**config.mk**
```make
export PLATFORM = sky130hd
export DESIGN_NAME = aliens_bus_ctrl_flat
export DESIGN_NICKNAME = d
export VERILOG_FILES = /design/src/rtl/aliens_bus_ctrl_if.sv /design/src/rtl/aliens_bus_ctrl.sv /design/src/flat_wrapper.sv
export SDC_FILE = /design/constraint.sdc
export NUM_CORES = 1
export LEC_CHECK = 0
export BUFFER_PORTS_ARGS = -buffer_cell sky130_fd_sc_hd__buf_2
export CAP_MARGIN = 25
export CORE_MARGIN = 3
export CORE_UTILIZATION = 30
export DETAILED_ROUTE_END_ITERATION = 8
export PLACE_DENSITY = 0.46
export RECOVER_POWER = 50
export SKIP_CTS_REPAIR_TIMING = 1
export SLEW_MARGIN = 15
export SYNTH_ARGS = -nofsm -noshare
export SYNTH_HDL_FRONTEND = slang
export SYNTH_SLANG_ARGS = --single-unit
```
**constraint.sdc**
```tcl
create_clock -name clk -period 2.1 [get_ports clk]
set_input_delay 0.105 -clock clk [delete_from_list [all_inputs] [get_ports clk]]
set_output_delay 0.105 -clock clk [all_outputs]
set_load 0.02 [all_outputs]
```
**src/rtl/aliens_bus_ctrl_if.sv**
```systemverilog
// Main-CPU bus handshake and palette arbitration signals for aliens_bus_ctrl.
//   cs_n      : active-low decoded chip selects (from address decode)
//   cpu_req   : CPU access request, held until cpu_ack
//   cpu_ack   : one-cycle access-complete pulse
//   cpu_mrdy  : memory ready, low while the CPU is stalled
//   region    : latched index of the selected chip select
//   vid_req   : video palette read request (level)
//   vid_grant : video owns the palette this cycle
//   pal_sel   : palette address mux select (1 = video), mirrors vid_grant
interface aliens_bus_ctrl_if;
  logic [7:0] cs_n;
  logic       cpu_req;
  logic       cpu_ack;
  logic       cpu_mrdy;
  logic [2:0] region;
  logic       vid_req;
  logic       vid_grant;
  logic       pal_sel;

  // Controller side
  modport slave (
    input  cs_n, cpu_req, vid_req,
    output cpu_ack, cpu_mrdy, region, vid_grant, pal_sel
  );

  // CPU / video requester side
  modport master (
    output cs_n, cpu_req, vid_req,
    input  cpu_ack, cpu_mrdy, region, vid_grant, pal_sel
  );
endinterface

```
**src/rtl/aliens_bus_ctrl.sv**
```systemverilog
// Aliens main-CPU bus access controller: per-region wait-state insertion,
// CPU ready/acknowledge generation and palette RAM arbitration between the
// CPU and video scanout.
//   clk     : system clock, rising edge
//   reset_n : asynchronous active-low reset
//   bus     : aliens_bus_ctrl_if.slave (chip selects, CPU handshake, video
//             palette request/grant, palette mux select)
module aliens_bus_ctrl #(
  parameter int unsigned WS_ROM        = 1,
  parameter int unsigned WS_IO         = 2,
  parameter int unsigned WS_PAL        = 1,
  parameter int unsigned WS_RAM        = 0,
  parameter int unsigned VID_BURST_MAX = 4
) (
  input logic              clk,
  input logic              reset_n,
  aliens_bus_ctrl_if.slave bus
);

  localparam int unsigned WS_MAX_A = (WS_ROM > WS_IO) ? WS_ROM : WS_IO;
  localparam int unsigned WS_MAX_B = (WS_PAL > WS_RAM) ? WS_PAL : WS_RAM;
  localparam int unsigned WS_MAX   = (WS_MAX_A > WS_MAX_B) ? WS_MAX_A : WS_MAX_B;
  localparam int unsigned CW       = (WS_MAX == 0) ? 1 : $clog2(WS_MAX + 1);
  localparam int unsigned BW       = (VID_BURST_MAX == 0) ? 1 : $clog2(VID_BURST_MAX + 1);
  localparam logic [2:0]  PAL_REGION = 3'd6;

  typedef enum logic [1:0] {
    IDLE     = 2'd0,
    CPU_WAIT = 2'd1,
    CPU_DONE = 2'd2
  } state_t;

  state_t        state_q, state_d;
  logic [CW-1:0] cnt_q, cnt_d;
  logic [2:0]    region_q, region_d;
  logic          pal_q, pal_d;
  logic [BW-1:0] burst_q, burst_d;
  logic          grant_q, grant_d;
  logic          ack_q;
  logic          mrdy_q;

  logic [2:0]    sel_idx;
  logic          sel_any;
  logic [CW-1:0] ws_sel;
  logic          cpu_pal_pending;
  logic          cpu_owns;

  // Lowest-index active chip select wins; open bus reads as region 0
  always_comb begin
    sel_idx = '0;
    sel_any = 1'b0;
    for (int i = 7; i >= 0; i--) begin
      if (!bus.cs_n[i]) begin
        sel_idx = 3'(i);
        sel_any = 1'b1;
      end
    end
  end

  // Wait-state count for the selected region
  always_comb begin
    ws_sel = '0;
    if (sel_any) begin
      case (sel_idx)
        3'd0, 3'd1:             ws_sel = CW'(WS_ROM);
        3'd2, 3'd3, 3'd4, 3'd5: ws_sel = CW'(WS_IO);
        3'd6:                   ws_sel = CW'(WS_PAL);
        default:                ws_sel = CW'(WS_RAM);
      endcase
    end
  end

  assign cpu_pal_pending = (state_q == CPU_WAIT) && pal_q;
  // Palette waits only advance in cycles where the CPU has the palette
  assign cpu_owns        = !pal_q || !grant_q;

  // Access FSM and palette arbiter next-state
  always_comb begin
    state_d  = state_q;
    cnt_d    = cnt_q;
    region_d = region_q;
    pal_d    = pal_q;
    grant_d  = 1'b0;
    burst_d  = '0;

    case (state_q)
      IDLE: begin
        if (bus.cpu_req) begin
          region_d = sel_idx;
          pal_d    = sel_any && (sel_idx == PAL_REGION);
          cnt_d    = ws_sel;
          state_d  = CPU_WAIT;
        end
      end
      CPU_WAIT: begin
        if (!bus.cpu_req) begin
          state_d = IDLE;
        end else if (cpu_owns) begin
          if (cnt_q == '0) state_d = CPU_DONE;
          else             cnt_d   = cnt_q - CW'(1);
        end
      end
      CPU_DONE: begin
        state_d = IDLE;
      end
      default: begin
        state_d = IDLE;
      end
    endcase

    // Video is capped only while a CPU palette access is waiting
    grant_d = bus.vid_req && !(cpu_pal_pending && (burst_q == BW'(VID_BURST_MAX)));
    if (cpu_pal_pending && grant_d) begin
      burst_d = (burst_q == BW'(VID_BURST_MAX)) ? burst_q : burst_q + BW'(1);
    end
  end

  // State and registered outputs
  always_ff @(posedge clk or negedge reset_n) begin
    if (!reset_n) begin
      state_q  <= IDLE;
      cnt_q    <= '0;
      region_q <= '0;
      pal_q    <= 1'b0;
      burst_q  <= '0;
      grant_q  <= 1'b0;
      ack_q    <= 1'b0;
      mrdy_q   <= 1'b1;
    end else begin
      state_q  <= state_d;
      cnt_q    <= cnt_d;
      region_q <= region_d;
      pal_q    <= pal_d;
      burst_q  <= burst_d;
      grant_q  <= grant_d;
      // Handshake outputs follow the FSM state by one cycle
      ack_q    <= (state_q == CPU_DONE);
      mrdy_q   <= (state_q != CPU_WAIT);
    end
  end

  assign bus.cpu_ack   = ack_q;
  assign bus.cpu_mrdy  = mrdy_q;
  assign bus.region    = region_q;
  assign bus.vid_grant = grant_q;
  assign bus.pal_sel   = grant_q;

endmodule

```
**src/flat_wrapper.sv**
```systemverilog
// flat-port wrapper written by rule: the top's interface ports become plain ports
module aliens_bus_ctrl_flat 
#(
  parameter int unsigned WS_ROM        = 1,
  parameter int unsigned WS_IO         = 2,
  parameter int unsigned WS_PAL        = 1,
  parameter int unsigned WS_RAM        = 0,
  parameter int unsigned VID_BURST_MAX = 4
)
  (clk, reset_n, bus_cs_n, bus_cpu_req, bus_vid_req, bus_cpu_ack, bus_cpu_mrdy, bus_region, bus_vid_grant, bus_pal_sel);
  aliens_bus_ctrl_if bus_i ();
  input logic clk;
  input logic reset_n;
  input wire logic [$bits(bus_i.cs_n)-1:0] bus_cs_n;
  input wire logic [$bits(bus_i.cpu_req)-1:0] bus_cpu_req;
  input wire logic [$bits(bus_i.vid_req)-1:0] bus_vid_req;
  output wire logic [$bits(bus_i.cpu_ack)-1:0] bus_cpu_ack;
  output wire logic [$bits(bus_i.cpu_mrdy)-1:0] bus_cpu_mrdy;
  output wire logic [$bits(bus_i.region)-1:0] bus_region;
  output wire logic [$bits(bus_i.vid_grant)-1:0] bus_vid_grant;
  output wire logic [$bits(bus_i.pal_sel)-1:0] bus_pal_sel;
  assign bus_i.cs_n = bus_cs_n;
  assign bus_i.cpu_req = bus_cpu_req;
  assign bus_i.vid_req = bus_vid_req;
  assign bus_cpu_ack = bus_i.cpu_ack;
  assign bus_cpu_mrdy = bus_i.cpu_mrdy;
  assign bus_region = bus_i.region;
  assign bus_vid_grant = bus_i.vid_grant;
  assign bus_pal_sel = bus_i.pal_sel;
  aliens_bus_ctrl #(.WS_ROM(WS_ROM), .WS_IO(WS_IO), .WS_PAL(WS_PAL), .WS_RAM(WS_RAM), .VID_BURST_MAX(VID_BURST_MAX)) u_core (.clk(clk), .reset_n(reset_n), .bus(bus_i));
endmodule
```
## Word-level counts from Yosys, hierarchy flattened

Index checks and enable logic that the tools add are counted.

- Register bits: 14
- Bits of input ports: 12
- Output and inout port bits: 7
- Logic and storage cells: 75

- Add/sub/neg operators: 2
- Eq/ne operators: 17
- Mux-type cells: 30
- Reduce and logical (&&, ||, !) cells: 18

Operators with widths:

| kind | number |
|---|---|
| 2-to-1 mux 3 bit | 10 |
| 2-to-1 mux 2 bit | 9 |
| == test 3 bit, second input constant | 4 |
| case mux 2 bit (2 select lines) | 3 |
| 2-to-1 mux 1 bit | 8 |
| != test 2 bit, second input constant | 4 |
| == test 3 x 2 -> 1 bit, second input constant | 2 |
| logical AND 1 bit | 5 |
| AND reduction 5 bit | 1 |
| logical NOT 2 bit | 2 |
| != test 2 x 1 -> 1 bit, second input constant | 2 |
| OR reduction 4 bit | 1 |
| adder 3 x 1 -> 3 bit, second input constant | 1 |
| == test 3 x 1 -> 1 bit, second input constant | 1 |
| logical NOT 1 bit | 3 |
| logical NOT 3 bit | 1 |
| != test 3 x 2 -> 1 bit, second input constant | 1 |
| != test 3 bit, second input constant | 1 |
| AND reduction 3 bit | 1 |
| OR reduction 3 bit | 1 |
| == test 2 x 1 -> 1 bit, second input constant | 1 |
| == test 2 bit, second input constant | 1 |
| AND reduction 2 bit | 1 |
| nonzero test 2 bit | 1 |
| other kinds (2) | 2 |

## Logic depth before layout (Yosys ltp)

Gate-level depths: netlist of run 1.

- Depth in word-level cells: 14
- Gate-level depth with buffers: 7
- Gate-level depth less buffers: 7

## Least setup slack after synthesis of run 1

No wires, ideal clock.

- Kind: register -> register
- Start: register u_core.cnt_q[0]
- End: register u_core.cnt_q[1]
- Setup time: 125 ps
- Arrival: 1173 ps
- Data required time: 1975 ps
- Setup slack: 802 ps
- Cell stages (with the launch flop): 6
- Path buffers: 0
- Cells stage by stage: dfrtp_1 inv_1 ha_1 a21o_1 a21o_1 mux2_2

- Word-level cells in the longest chain between the ends: 5
- Elaborated cells between the ends (all ways): 8
- Classes of those cells: 1 x add/sub; 1 x eq/ne; 4 x mux; 2 x reduce/logical

RTL lines:

| element | RTL line | source |
|---|---|---|
| start, declared | aliens_bus_ctrl.sv:34 | `logic [CW-1:0] cnt_q, cnt_d;` |
| start signal, assigned | aliens_bus_ctrl.sv:131 | `cnt_q <= cnt_d;` |
| subtractor 2 x 1 -> 2 bit | aliens_bus_ctrl.sv:100 | `else cnt_d = cnt_q - CW'(1);` |
| 2-to-1 mux 2 bit | aliens_bus_ctrl.sv:99 | `if (cnt_q == '0) state_d = CPU_DONE;` |
| 2-to-1 mux 2 bit | aliens_bus_ctrl.sv:98 | `end else if (cpu_owns) begin` |
| 2-to-1 mux 2 bit | aliens_bus_ctrl.sv:96 | `if (!bus.cpu_req) begin` |
| case mux 2 bit (2 select lines) | aliens_bus_ctrl.sv:86 | `case (state_q)` |

Parallel ways exist; a longest one is shown, timed or not. The select of a mux whose other input is x is not followed.
A chain may end at the register's enable or synchronous reset.

## Worst setup path in the final report of run 1

Same ends and word-level chain as after synthesis.

==> results of run 1 <==
-- kinds of logic after synthesis --
group,Yosys count
flip-flops,14
AO/OA/AOI/OAI,17
buffers and inverters,9
AND/OR/NAND/NOR,25
adder cells (fa/ha/maj),4
XOR/XNOR,1
multiplexers,2
-- layout by cell type (no fill, tap or decap), types with 2 or more instances in the layout --
cell,instances
a21o_1,2
buf_2,16
inv_1,6
ha_1,4
nor2_1,4
nand3_1,2
a21oi_1,2
o21ai_0,6
clkbuf_4,3
dfrtp_1,13
nand2b_1,2
a31oi_1,2
o211ai_1,2
clkbuf_1,2
nand4_1,2
and2b_1,2
nand2_1,8
-- area by class of cell --
cell class                      count  area share [%]
Tap cell                           28            4.00
Sequential cell                    14            40.1
Multi-Input combinational cell     49            37.6
Inverter                            7            3.00
Timing Repair Buffer               19            11.1
Clock buffer                        4            4.14
-- report_power, final --
group          leakage [nW]  internal, mW  switching [mW]
Sequential            0.181         0.324          0.0312
Combinational         0.223         0.102           0.128
Clock                0.0210         0.105          0.0850
-- worst max path at each step --
| stage | from | to | slack [ns] | cells after the start |
|---|---|---|---|---|
| after global placement | bus_cs_n[4] | u_core.cnt_q[1] | 0.68 | 8 |
| after detailed placement | bus_cs_n[4] | u_core.cnt_q[1] | 0.66 | 8 |
| after CTS | u_core.cnt_q[0] | u_core.cnt_q[1] | 0.72 | 5 |
| after floorplan | u_core.cnt_q[0] | u_core.cnt_q[1] | 0.80 | 5 |
| final | u_core.cnt_q[0] | u_core.cnt_q[1] | 0.72 | 5 |
| after global routing | u_core.state_q[1] | u_core.cnt_q[1] | 0.67 | 5 |
-- metal layers --
layer,up-vias,track usage [%],share of wire (%)
li1,289,-,-
met1,258,12.2,48
met2,14,16.5,45
met3,2,2.41,6.3
met4,0,6.07,1.2
met5,-,0,0
-- flip-flops by register name, summed over array words and instances, names as in the netlist --
name and count:
u_core.state_q 2, u_core.bus.region 3, u_core.bus.cpu_ack 1, u_core.cnt_q 2, u_core.burst_q 3, u_core.bus.pal_sel 1, u_core.pal_q 1, u_core.bus.cpu_mrdy 1
-- Yosys cell counts, types with 2 or more instances --
master,number,share of area [%]
dfrtp_1,13,45
nand2_1,8,4.2
inv_1,6,3.1
o21ai_0,6,4.2
ha_1,4,6.9
nor2_1,4,2.1
a21o_1,2,2.1
a21oi_1,2,1.4
a31oi_1,2,1.7
nand2b_1,2,1.7
nand3_1,2,1.4
nand4_1,2,1.7
o211ai_1,2,2.1
-- per-stage QoR --
| stage | total power [mW] | hold slack (ns) |
|---|---|---|
| detailed placement | 0.598 | 0.0223 |
| global route | 0.837 | 0.0531 |
| CTS | 0.792 | -0.285 |
| global placement | 0.592 | 0.0254 |
| floorplan | 0.521 | -0.191 |
| finish | 0.775 | 0.0509 |
-- worst max-delay path, cell delays in order, from the launching register on --
cell,delay (ns)
dfrtp_1,0.38
inv_1,0.05
ha_1,0.22
a21o_1,0.15
a21o_1,0.20
mux2_2,0.27
==> flow_summary.json, run 1 <==
{
  "io_buffers": 18,
  "tritoncts": "built",
  "worstPathRequired_ns": 2.26,
  "fin_ws_ns": 0.718,
  "critPathMaxFanout": 3,
  "clock_path_buffers": 2,
  "synth-async-reset-ratio_pct": 100,
  "antenna_found_initial": 0,
  "place.gp.congestion": 0.737,
  "fin_setup_tns_ns": 0,
  "grt_pass1_wl_um": 2160,
  "holdPathStages": 2,
  "fin_worst_skew_ns": 0.00210,
  "postRouteAntennaNets": 0,
  "finish.utilization_pct": 38.8,
  "clock_sinks": 14,
  "ios": 19,
  "drt_iter0_markers": 7,
  "path_clk_slew_ns": 0.09,
  "max_cap_viol_count": 0,
  "ir_drop_uv": 283,
  "root_buffer": "clkbuf_4",
  "grt_pass1_vias": 532,
  "routedWlPerCell_um": 10.8,
  "area_delta_synth_final_pct": 21.5,
  "r2r-end": "u_core.cnt_q[1]",
  "place_area_um2": 833,
  "synthFlopType": "dfrtp_1",
  "syn_area_um2": 721,
  "first_pass_iters": 4,
  "yosysWarnings": 0,
  "max_slew_margin_pct": 49.8,
  "core_mm2": 0.00225,
  "n_antenna_cell": 0,
  "synthAdderAreaFrac_pct": 6.94,
  "num_vias": 563,
  "r2r_cells": 5,
  "ys_ff_latch": 14,
  "max_freq_mhz": 723,
  "track_usage_pct": 10.2,
  "min_to": "u_core.bus.pal_sel",
  "synth-compound-area-share_pct": 14.8,
  "drive_above_1_share_pct": 26.9,
  "period_needed_ns": 1.38,
  "clk_latency_ns": 0.27,
  "vias_per_cell": 4.65,
  "synth-xor-area-share_pct": 1.22,
  "hold_violations": 0,
  "reg2reg_setup_slack_ns": 0.72,
  "synth-simple-area-share_pct": 20.0,
  "overflow": 0,
  "multiInputGateArea_um2": 329,
  "dp_cells": 116,
  "fin_cells": 121,
  "status": "completed",
  "wirelength_um": 1310,
  "power.static_leakage_nw": 0.425,
  "dp_hpwl_um": 1080,
  "start_util_pct": 32.0,
  "rows": 17,
  "cp.arrival_ns": 1.54,
  "seq_area_frac_synth_pct": 48.8,
  "timing.rr.start": "u_core.cnt_q[0]",
  "regArea_um2": 352,
  "route.detailed.drc": 0,
  "cts-buffers-inserted": 3,
  "fillCellCount": 242,
  "ys_types": 30,
  "fp.dieArea_mm2": 0.00303,
  "tightest_slew_ns": 0.754,
  "startpoint_type": "flop",
  "final-max-slew-violation-count": 0,
  "syn_nets": 88,
  "final_nets": 110,
  "design_area_um2": 876,
  "finalSetupViolCount": 0,
  "synth_top_family_by_area": "simple AND/OR/NAND/NOR gates",
  "dieHeight_um": 55.0,
  "synth_edf_count": 0,
  "finalCritPeriodShare_pct": 65.8,
  "die_w_um": 55.0,
  "place_ws_ns": 0.663,
  "holdCritPathClass": "in -> reg",
  "grt_max_degree": 15,
  "synth_mux_area_share_pct": 2.95,
  "crit_type": "reg -> reg",
  "worstHoldStart": "bus_vid_req",
  "synth.avg_cell_area_um2": 10.0,
  "rsz0062_at_grt": "no",
  "p_per_area_mw_per_mm2": 885,
  "cp-end-kind": "flop",
  "cts.htree.levels": 1,
  "synth_cells": 72
}
Note: power is estimated with default switching activity, not from simulation.
==> run 2, diff against run 1 <==
==> constraint.sdc (replaced) <==
create_clock -name clk -period 1.4 [get_ports clk]
set_input_delay 0.07 -clock clk [delete_from_list [all_inputs] [get_ports clk]]
set_output_delay 0.07 -clock clk [all_outputs]
set_load 0.02 [all_outputs]
==> flow_summary.json, run 2 (synthesized netlist as in run 1, its figures left out) <==
{
  "clock_path_buffers": 2,
  "first_pass_iters": 2,
  "route.detailed.drc": 0,
  "min_to": "u_core.bus.region[0]",
  "root_buffer": "clkbuf_4",
  "finalCritPeriodShare_pct": 94.2,
  "rows": 17,
  "die_w_um": 55.0,
  "reg2reg_setup_slack_ns": 0.08,
  "status": "completed",
  "num_vias": 566,
  "clock_sinks": 14,
  "fp.dieArea_mm2": 0.00303,
  "r2r_cells": 5,
  "holdPathStages": 2,
  "vias_per_cell": 4.56,
  "cp.arrival_ns": 1.48,
  "overflow": 0,
  "finalSetupViolCount": 0,
  "cts-buffers-inserted": 3,
  "cts.htree.levels": 1,
  "r2r-end": "u_core.cnt_q[1]",
  "crit_type": "reg -> reg",
  "core_mm2": 0.00225,
  "grt_pass1_vias": 509,
  "grt_max_degree": 15,
  "routedWlPerCell_um": 10.6,
  "worstPathRequired_ns": 1.57,
  "drt_iter0_markers": 6,
  "timing.rr.start": "u_core.cnt_q[0]",
  "dp_hpwl_um": 1070,
  "worstHoldStart": "bus_cs_n[1]",
  "cp-end-kind": "flop",
  "start_util_pct": 32.0,
  "max_slew_margin_pct": 47.7,
  "final-max-slew-violation-count": 0,
  "dieHeight_um": 55.0,
  "max_cap_viol_count": 0,
  "io_buffers": 18,
  "fin_setup_tns_ns": 0,
  "area_delta_synth_final_pct": 23.8,
  "startpoint_type": "flop",
  "mostFrequentLayoutCell": "buf_2",
  "mostFrequentLayoutCells": "buf_2, dfrtp_1, nand2_1, inv_1, o21ai_0",
  "max_freq_mhz": 759,
  "rsz0062_at_grt": "no",
  "final_nets": 113,
  "postRouteAntennaNets": 0,
  "path_clk_slew_ns": 0.09,
  "critPathMaxFanout": 3,
  "wirelength_um": 1320,
  "holdCritPathClass": "in -> reg",
  "tightest_slew_ns": 0.785,
  "place.gp.congestion": 0.707,
  "track_usage_pct": 10.0,
  "place_ws_ns": 0.0417,
  "ios": 19,
  "fin_worst_skew_ns": 0.00526,
  "tritoncts": "built",
  "drive_above_1_share_pct": 30.2,
  "hold_violations": 0,
  "period_needed_ns": 1.32,
  "ir_drop_uv": 568,
  "clk_latency_ns": 0.28,
  "grt_pass1_wl_um": 2060,
  "power.static_leakage_nw": 0.437,
  "p_per_area_mw_per_mm2": 1260,
  "fin_ws_ns": 0.0817,
  "n_antenna_cell": 0,
  "antenna_found_initial": 0
}
run 2: cell count changes in the layout (fill, tap and decap cells not counted):
cell	change
buf_2	+1
buf_4	+3
ha_2	+1
ha_1	-1
clkbuf_8	-1
run 2: worst max path at each step:
stage	from	endpoint	slack, ns	cells after the start
4_1_cts	u_core.cnt_q[0]	u_core.cnt_q[1]	0.03	5
5_1_grt	u_core.state_q[1]	u_core.cnt_q[1]	0.01	5
3_3_place_gp	u_core.cnt_q[0]	u_core.cnt_q[1]	0.04	5
6_report	u_core.cnt_q[0]	u_core.cnt_q[1]	0.08	5
2_1_floorplan	u_core.cnt_q[0]	u_core.cnt_q[1]	0.10	5
3_5_place_dp	bus_cs_n[4]	u_core.cnt_q[1]	0.04	8
run 2: layout make-up:
type	count	area (um^2)
Clock buffer	4	26.3
Fill cell	247	1360
Inverter	7	26.3
Multi-Input combinational cell	49	332
Sequential cell	14	352
Tap cell	28	35.0
Timing Repair Buffer	22	121
run 2: critical path, stage by stage (launching register included):
cell,delay (ns)
dfrtp_1,0.40
inv_1,0.06
ha_2,0.18
a21o_1,0.09
a21o_1,0.15
mux2_2,0.34
run 2: where the power goes:
group,internal [mW],switching [mW],total (mW),leakage [nW]
sequential,0.486,0.0428,0.529,0.181
clock,0.110,0.132,0.242,0.0150
combinational,0.161,0.196,0.357,0.240
run 2: per-layer routing:
metal	share of wire, %	vias to the layer above	GRT usage, %
li1	-	299	-
met1	49	251	11.6
met2	44	14	15.4
met3	5.7	2	3.22
met5	0	-	0
met4	0.98	0	7.29
run 2: per-stage QoR:
stage / util [%] / hold WS [ns] / total power [mW] / std cells / instance area [um^2]
3_3_place_gp: 38.0 / -0.0108 / 0.894 / 119 / 856
6_report: 39.6 / 0.0102 / 1.13 / 124 / 892
5_1_grt: 39.6 / 0.00788 / 1.22 / 124 / 892
2_1_floorplan: - / -0.226 / 0.781 / 72 / 721
4_1_cts: 39.1 / -0.319 / 1.14 / 123 / 882
3_5_place_dp: 38.0 / -0.00596 / 0.895 / 119 / 856
